## src/rtl/aes_definitions_pkg.sv

```systemverilog
// AES shared types, round-count constants and GF(2^8)/row-shift helpers.
// Used by shift_mix_stage and mix_column.
package AESDefinitions;

  typedef logic [127:0] state_t;
  typedef logic [7:0]   byte_t;

  localparam int AES_NUM_ROUNDS_128 = 10;
  localparam int AES_NUM_ROUNDS_192 = 12;
  localparam int AES_NUM_ROUNDS_256 = 14;

  function automatic byte_t xtime(input byte_t a);
    return {a[6:0], 1'b0} ^ (a[7] ? 8'h1b : 8'h00);
  endfunction

  function automatic byte_t gf_mul(input byte_t a, input byte_t b);
    byte_t p;
    byte_t t;
    p = '0;
    t = a;
    for (int i = 0; i < 8; i++) begin
      if (b[i]) p = p ^ t;
      t = xtime(t);
    end
    return p;
  endfunction

  // s[r][c] lives at bits [127-8*(4c+r) -: 8]
  function automatic state_t shift_rows(input state_t s);
    state_t o;
    o = '0;
    for (int c = 0; c < 4; c++) begin
      for (int r = 0; r < 4; r++) begin
        o[127-8*(4*c+r) -: 8] = s[127-8*(4*((c+r)%4)+r) -: 8];
      end
    end
    return o;
  endfunction

  function automatic state_t inv_shift_rows(input state_t s);
    state_t o;
    o = '0;
    for (int c = 0; c < 4; c++) begin
      for (int r = 0; r < 4; r++) begin
        o[127-8*(4*c+r) -: 8] = s[127-8*(4*((c-r+4)%4)+r) -: 8];
      end
    end
    return o;
  endfunction

endpackage

```

## src/rtl/shift_mix_stage_mix_column.sv

```systemverilog
// One-column MixColumns over GF(2^8); row 0 in the top byte.
// SHIFT_MIX_INVERSE_EN adds inv_i selecting InvMixColumns.
module mix_column
  import AESDefinitions::*;
(
  input  logic [31:0] col_i,
`ifdef SHIFT_MIX_INVERSE_EN
  input  logic        inv_i,
`endif
  output logic [31:0] col_o
);

  byte_t a0, a1, a2, a3;
  byte_t f0, f1, f2, f3;

  assign a0 = col_i[31:24];
  assign a1 = col_i[23:16];
  assign a2 = col_i[15:8];
  assign a3 = col_i[7:0];

  assign f0 = xtime(a0) ^ (xtime(a1) ^ a1) ^ a2 ^ a3;
  assign f1 = a0 ^ xtime(a1) ^ (xtime(a2) ^ a2) ^ a3;
  assign f2 = a0 ^ a1 ^ xtime(a2) ^ (xtime(a3) ^ a3);
  assign f3 = (xtime(a0) ^ a0) ^ a1 ^ a2 ^ xtime(a3);

`ifdef SHIFT_MIX_INVERSE_EN
  byte_t i0, i1, i2, i3;

  assign i0 = gf_mul(a0, 8'h0e) ^ gf_mul(a1, 8'h0b)
            ^ gf_mul(a2, 8'h0d) ^ gf_mul(a3, 8'h09);
  assign i1 = gf_mul(a0, 8'h09) ^ gf_mul(a1, 8'h0e)
            ^ gf_mul(a2, 8'h0b) ^ gf_mul(a3, 8'h0d);
  assign i2 = gf_mul(a0, 8'h0d) ^ gf_mul(a1, 8'h09)
            ^ gf_mul(a2, 8'h0e) ^ gf_mul(a3, 8'h0b);
  assign i3 = gf_mul(a0, 8'h0b) ^ gf_mul(a1, 8'h0d)
            ^ gf_mul(a2, 8'h09) ^ gf_mul(a3, 8'h0e);

  assign col_o = inv_i ? {i0, i1, i2, i3} : {f0, f1, f2, f3};
`else
  assign col_o = {f0, f1, f2, f3};
`endif

endmodule

```

## src/rtl/shift_mix_stage.sv

```systemverilog
// AES ShiftRows+MixColumns round stage with a 2-entry skid buffer.
// SHIFT_MIX_INVERSE_EN adds in_decrypt/out_decrypt for the inverse path.
module shift_mix_stage
  import AESDefinitions::*;
#(
  parameter int NUM_ROUNDS = AES_NUM_ROUNDS_128,
  parameter int TAG_W      = 4
) (
  input  logic             clock,
  input  logic             reset,
  input  logic             in_valid,
  output logic             in_ready,
  input  logic [127:0]     in_state,
  input  logic [TAG_W-1:0] in_round,
`ifdef SHIFT_MIX_INVERSE_EN
  input  logic             in_decrypt,
  output logic             out_decrypt,
`endif
  output logic             out_valid,
  input  logic             out_ready,
  output logic [127:0]     out_state,
  output logic [TAG_W-1:0] out_round
);

  localparam logic [TAG_W-1:0] FINAL_RND = TAG_W'(NUM_ROUNDS);

  logic   dec;
  state_t sr_s;
  state_t mix_in;
  state_t mix_out;
  state_t mixed;
  state_t res;

`ifdef SHIFT_MIX_INVERSE_EN
  assign dec = in_decrypt;
`else
  assign dec = 1'b0;
`endif

  // Inverse column mix runs before the inverse row shift so that
  // a decrypt beat exactly undoes an encrypt beat.
  always_comb begin
    sr_s   = dec ? inv_shift_rows(in_state) : shift_rows(in_state);
    mix_in = dec ? in_state : sr_s;
    mixed  = dec ? inv_shift_rows(mix_out) : mix_out;
    res    = (in_round == FINAL_RND) ? sr_s : mixed;
  end

  for (genvar g = 0; g < 4; g++) begin : g_col
    mix_column u_mix (
      .col_i (mix_in[127-32*g -: 32]),
`ifdef SHIFT_MIX_INVERSE_EN
      .inv_i (dec),
`endif
      .col_o (mix_out[127-32*g -: 32])
    );
  end

  logic             out_vld_q, out_vld_d;
  state_t           out_st_q, out_st_d;
  logic [TAG_W-1:0] out_rd_q, out_rd_d;
  logic             skid_vld_q, skid_vld_d;
  state_t           skid_st_q, skid_st_d;
  logic [TAG_W-1:0] skid_rd_q, skid_rd_d;
`ifdef SHIFT_MIX_INVERSE_EN
  logic             out_dec_q, out_dec_d;
  logic             skid_dec_q, skid_dec_d;
`endif

  logic push;
  logic pop;

  assign push = in_valid && !skid_vld_q;
  assign pop  = out_vld_q && out_ready;

  always_comb begin
    out_vld_d  = out_vld_q;
    out_st_d   = out_st_q;
    out_rd_d   = out_rd_q;
    skid_vld_d = skid_vld_q;
    skid_st_d  = skid_st_q;
    skid_rd_d  = skid_rd_q;
`ifdef SHIFT_MIX_INVERSE_EN
    out_dec_d  = out_dec_q;
    skid_dec_d = skid_dec_q;
`endif
    if (skid_vld_q) begin
      if (pop) begin
        out_st_d   = skid_st_q;
        out_rd_d   = skid_rd_q;
        skid_vld_d = 1'b0;
`ifdef SHIFT_MIX_INVERSE_EN
        out_dec_d  = skid_dec_q;
`endif
      end
    end else if (push) begin
      if (!out_vld_q || pop) begin
        out_vld_d = 1'b1;
        out_st_d  = res;
        out_rd_d  = in_round;
`ifdef SHIFT_MIX_INVERSE_EN
        out_dec_d = dec;
`endif
      end else begin
        skid_vld_d = 1'b1;
        skid_st_d  = res;
        skid_rd_d  = in_round;
`ifdef SHIFT_MIX_INVERSE_EN
        skid_dec_d = dec;
`endif
      end
    end else if (pop) begin
      out_vld_d = 1'b0;
    end
  end

  always_ff @(posedge clock or posedge reset) begin
    if (reset) begin
      out_vld_q  <= 1'b0;
      out_st_q   <= '0;
      out_rd_q   <= '0;
      skid_vld_q <= 1'b0;
      skid_st_q  <= '0;
      skid_rd_q  <= '0;
`ifdef SHIFT_MIX_INVERSE_EN
      out_dec_q  <= 1'b0;
      skid_dec_q <= 1'b0;
`endif
    end else begin
      out_vld_q  <= out_vld_d;
      out_st_q   <= out_st_d;
      out_rd_q   <= out_rd_d;
      skid_vld_q <= skid_vld_d;
      skid_st_q  <= skid_st_d;
      skid_rd_q  <= skid_rd_d;
`ifdef SHIFT_MIX_INVERSE_EN
      out_dec_q  <= out_dec_d;
      skid_dec_q <= skid_dec_d;
`endif
    end
  end

  assign in_ready  = !skid_vld_q;
  assign out_valid = out_vld_q;
  assign out_state = out_st_q;
  assign out_round = out_rd_q;
`ifdef SHIFT_MIX_INVERSE_EN
  assign out_decrypt = out_dec_q;
`endif

endmodule

```

## config.mk

```make
export PLATFORM = sky130hd
export DESIGN_NAME = shift_mix_stage
export DESIGN_NICKNAME = d
export VERILOG_FILES = /design/src/rtl/aes_definitions_pkg.sv /design/src/rtl/shift_mix_stage_mix_column.sv /design/src/rtl/shift_mix_stage.sv
export SDC_FILE = /design/constraint.sdc
export NUM_CORES = 1
export LEC_CHECK = 0
export ABC_AREA = 0
export BUFFER_PORTS_ARGS = -buffer_cell sky130_fd_sc_hd__buf_2
export CORE_ASPECT_RATIO = 1.1
export CORE_MARGIN = 2
export CORE_UTILIZATION = 35
export CTS_CLUSTER_DIAMETER = 60
export DETAILED_ROUTE_END_ITERATION = 8
export GPL_ROUTABILITY_DRIVEN = 0
export PLACE_DENSITY_LB_ADDON = 0.3
export SLEW_MARGIN = 10
export SYNTH_ARGS = -nofsm -noshare
export SYNTH_HDL_FRONTEND = slang
export SYNTH_SLANG_ARGS = --single-unit
```

## constraint.sdc

```tcl
create_clock -name clock -period 19.3 [get_ports clock]
set_input_delay 1.93 -clock clock [delete_from_list [all_inputs] [get_ports clock]]
set_output_delay 1.93 -clock clock [all_outputs]
set_load 0.02 [all_outputs]
```

==> results_dict.tcl <==
set metrics [dict create \
    detailedPlacementHpwl_um 38000 \
    final_critical_delay_including_setup_and_external_delays_ns 4.58 \
    yosys.area_share.simple_pct 5.55 \
    cts-htree-levels 2 \
    number_of_search_and_repair_iterations_in_the_first_detailed_routing_pass 7 \
    worst-endpoint-arrival_ns 5.01 \
    netlist_area_sq_mm 0.0176 \
    clock_tree_from_tritoncts "yes" \
    finalNetCount 1992 \
    synth_adder_area_share_pct 0 \
    crit_top_cell "sky130_fd_sc_hd__buf_4" \
    cts_setup_buffers 0 \
    timing_hold_violations_final 0 \
    timing.critical_path.required_ns 19.74 \
    path_clk_slew_ns 0.06 \
    first_global_vias 15100 \
    synth-seq-area-share_pct 37.8 \
    cts_buffers 35 \
    via_per_inst 5.82 \
    globalRouteOverflowTotal 0 \
    antenna_violating_nets_post_route 0 \
    max_cap_violation_count 0 \
    place_worst_setup_slack_ns 14.11 \
    cts_hold_repair.buffers 0 \
    synth_mux_area_share_pct 0.256 \
    post-route-drc-count 0 \
    grt_start_max_net_pins 85 \
    wire_per_inst_um 24.0 \
    drive_above_1_share_pct 20.2 \
    cp-start-kind "primary input" \
    count_of_routing_violations_after_the_opening_detailed_route_iteration 1653 \
    route.vias.total 14800 \
    largest_family_of_logic_cells_by_synthesized_area "compound AO/OA/AOI/OAI gates" \
    total_number_of_yosys_warnings 0 \
    critical_path.max_stage_delay_ns 0.91 \
    p_leak_nw 9.03 \
    postSynth.asyncResetShare_pct 100 \
    maximum_number_of_buffers_from_clock_root_to_sink 3 \
    power-per-cell-area_mw_per_mm2 159 \
    core_sq_mm 0.0499 \
    slowest_cp_cell "sky130_fd_sc_hd__buf_4" \
    drt_wl_total_um 61100 \
    syn-mean-instance-area_sq_um 10.1 \
    grt_first_pass_wirelength_um 92300 \
    postCtsResizedCells 0 \
    timing.max_slew.rel_slack_pct 28.3 \
    critical_path.cell_chain "buf_2 > buf_4 > and2b_1 > nor2_4 > buf_4 > o22ai_1 > a211oi_1" \
    post-route-worst-setup-slack_ns 14.72 \
    antenna_found_initial 8 \
    timing.hold.worst.class "reg -> reg" \
    tightest_slew_ns 1.08 \
    endpoint_kind "flop" \
    vdd_drop_max_uv 82.1 \
    outcome "completed" \
    grt_util_all_layers_pct 22.8 \
    cp_max_fo 68 \
    post_synth_inst_count 1739 \
    area_growth_syn_to_layout_pct 15.3 \
    finalSetupTns_ns 0 \
    post_synth_edffs 0 \
    synth_compound_gate_area_share_pct 26.5 \
    cts-root-buf "sky130_fd_sc_hd__clkbuf_16" \
    full_die_area_sq_mm 0.0522 \
    grt_setup_unrepaired "no" \
    report.final.slew_viol_count 0 \
    fin_crit_sh_pct 23.7 \
    max_freq_mhz 218 \
    floorplan.die.height_um 239 \
    ys_seq_elements 266 \
    design.portCount 270 \
    initial_utilization_pct 35.3 \
    core.rowCount 86 \
    clkSinkCount 266 \
    synth_cell_types 46 \
    finClkSkew_ns 0.0162 \
    mapped_nets 1875 \
    buffer_ports.inserted 269 \
    synth_top_flop_cell "sky130_fd_sc_hd__dfrtp_1" \
    worstSetupPathType "in -> reg" \
    dieWidth_um 218 \
    timing.final.setup_violations 0 \
    clock_latency_reported_for_the_late_side_of_the_worst_skew_pair_ns 0.54 \
    synth-xor-area-share_pct 23.7 \
]
## area by class of cell
type                       count  area [sq um]
timing repair buffer         291          1510
tap                          660           826
multi-input combinational   1218          9930
fill                        4857         29600
sequential                   266          6660
antenna                        2          5.00
clock buffer                  48          1020
inverter                      44           173
clock inverter                15           191
## layer usage
metal,track usage (%),wire length (um),vias up
met4,8.23,1560,10
met5,0,69,-
li1,-,-,6559
met2,36.5,28900,598
met1,30.7,26200,7513
met3,4.50,4440,116
## worst max-delay path: cells and delay by family
family | cells | cell delay [ns]
buf+inv | 3 | 1.54
compound gates | 2 | 0.48
simple gates | 2 | 1.00
## cells in the final DEF (no fill, tap or decap), drive strengths merged, types with 51 or more instances in the layout
cell type	n
a21o	51
a22o	51
a22oi	77
buf	291
dfrtp	266
nand2	161
o21ai	103
o22a	51
o22ai	92
xnor2	274
xnor3	51
xor2	61
## cell families after synthesis
kind of cell | count (synthesis)
AO/OA/AOI/OAI | 600
XOR/XNOR | 388
buffers and inverters | 255
flip-flops | 266
multiplexers | 4
AND/OR/NAND/NOR | 226
## sequential cells by signal, indices dropped and copies added, names as in the netlist
| register | count |
|---|---|
| out_state | 128 |
| skid_st_q | 128 |
| out_round | 4 |
| skid_rd_q | 4 |
| out_valid | 1 |
| skid_vld_q | 1 |
## Yosys cell counts, types with 6 or more instances
cell,number,area (sq um)
sky130_fd_sc_hd__xnor2_1,269,2360
sky130_fd_sc_hd__dfrtp_1,266,6660
sky130_fd_sc_hd__nand2_1,161,604
sky130_fd_sc_hd__clkbuf_1,132,495
sky130_fd_sc_hd__o22ai_1,92,576
sky130_fd_sc_hd__a22oi_1,77,578
sky130_fd_sc_hd__o21ai_0,76,380
sky130_fd_sc_hd__xor2_1,61,534
sky130_fd_sc_hd__buf_2,57,285
sky130_fd_sc_hd__a21o_1,51,383
sky130_fd_sc_hd__a22o_1,51,447
sky130_fd_sc_hd__o22a_1,51,447
sky130_fd_sc_hd__xnor3_1,48,1080
sky130_fd_sc_hd__o211a_1,46,460
sky130_fd_sc_hd__inv_1,44,165
sky130_fd_sc_hd__nand3_1,42,210
sky130_fd_sc_hd__a222oi_1,41,410
sky130_fd_sc_hd__a2bb2oi_1,35,307
sky130_fd_sc_hd__o221a_1,31,349
sky130_fd_sc_hd__o21ai_1,27,135
sky130_fd_sc_hd__buf_1,12,45.0
sky130_fd_sc_hd__nor2_1,7,26.3
sky130_fd_sc_hd__a21oi_1,6,30.0
## through the flow
step                util (%)  hold slack (ns)  instances  cell area (sq um)  total power (W)
floorplan                  -            0.470       1739              17600          0.00208
global route            40.7            0.529       2543              20300          0.00343
detailed placement      38.3            0.494       2479              19100          0.00255
finish                  40.7            0.508       2544              20300          0.00324
CTS                     40.7            0.506       2542              20300          0.00325
global placement        38.3            0.484       2479              19100          0.00251
## worst paths after layout
path | startpoint | to | slack [ns] | depth (start not counted)
max | out_ready | out_state[113] | 14.72 | 7
min | skid_rd_q[0] | skid_rd_q[0] | 0.51 | 1
max reg2reg | skid_vld_q | out_state[113] | 15.04 | 6
min reg2reg | skid_rd_q[0] | skid_rd_q[0] | 0.51 | 1
max in group asynchronous | reset | out_state[30] | 15.80 | 4
min in group asynchronous | reset | out_state[101] | 1.48 | 2
## power breakdown
group	internal [W]	total [W]	switching, W
clock	0.000424	0.000692	0.000268
sequential	0.000824	0.00107	0.000247
combinational	0.000638	0.00148	0.000837
No activity file was read; power rests on OpenSTA's default activity.
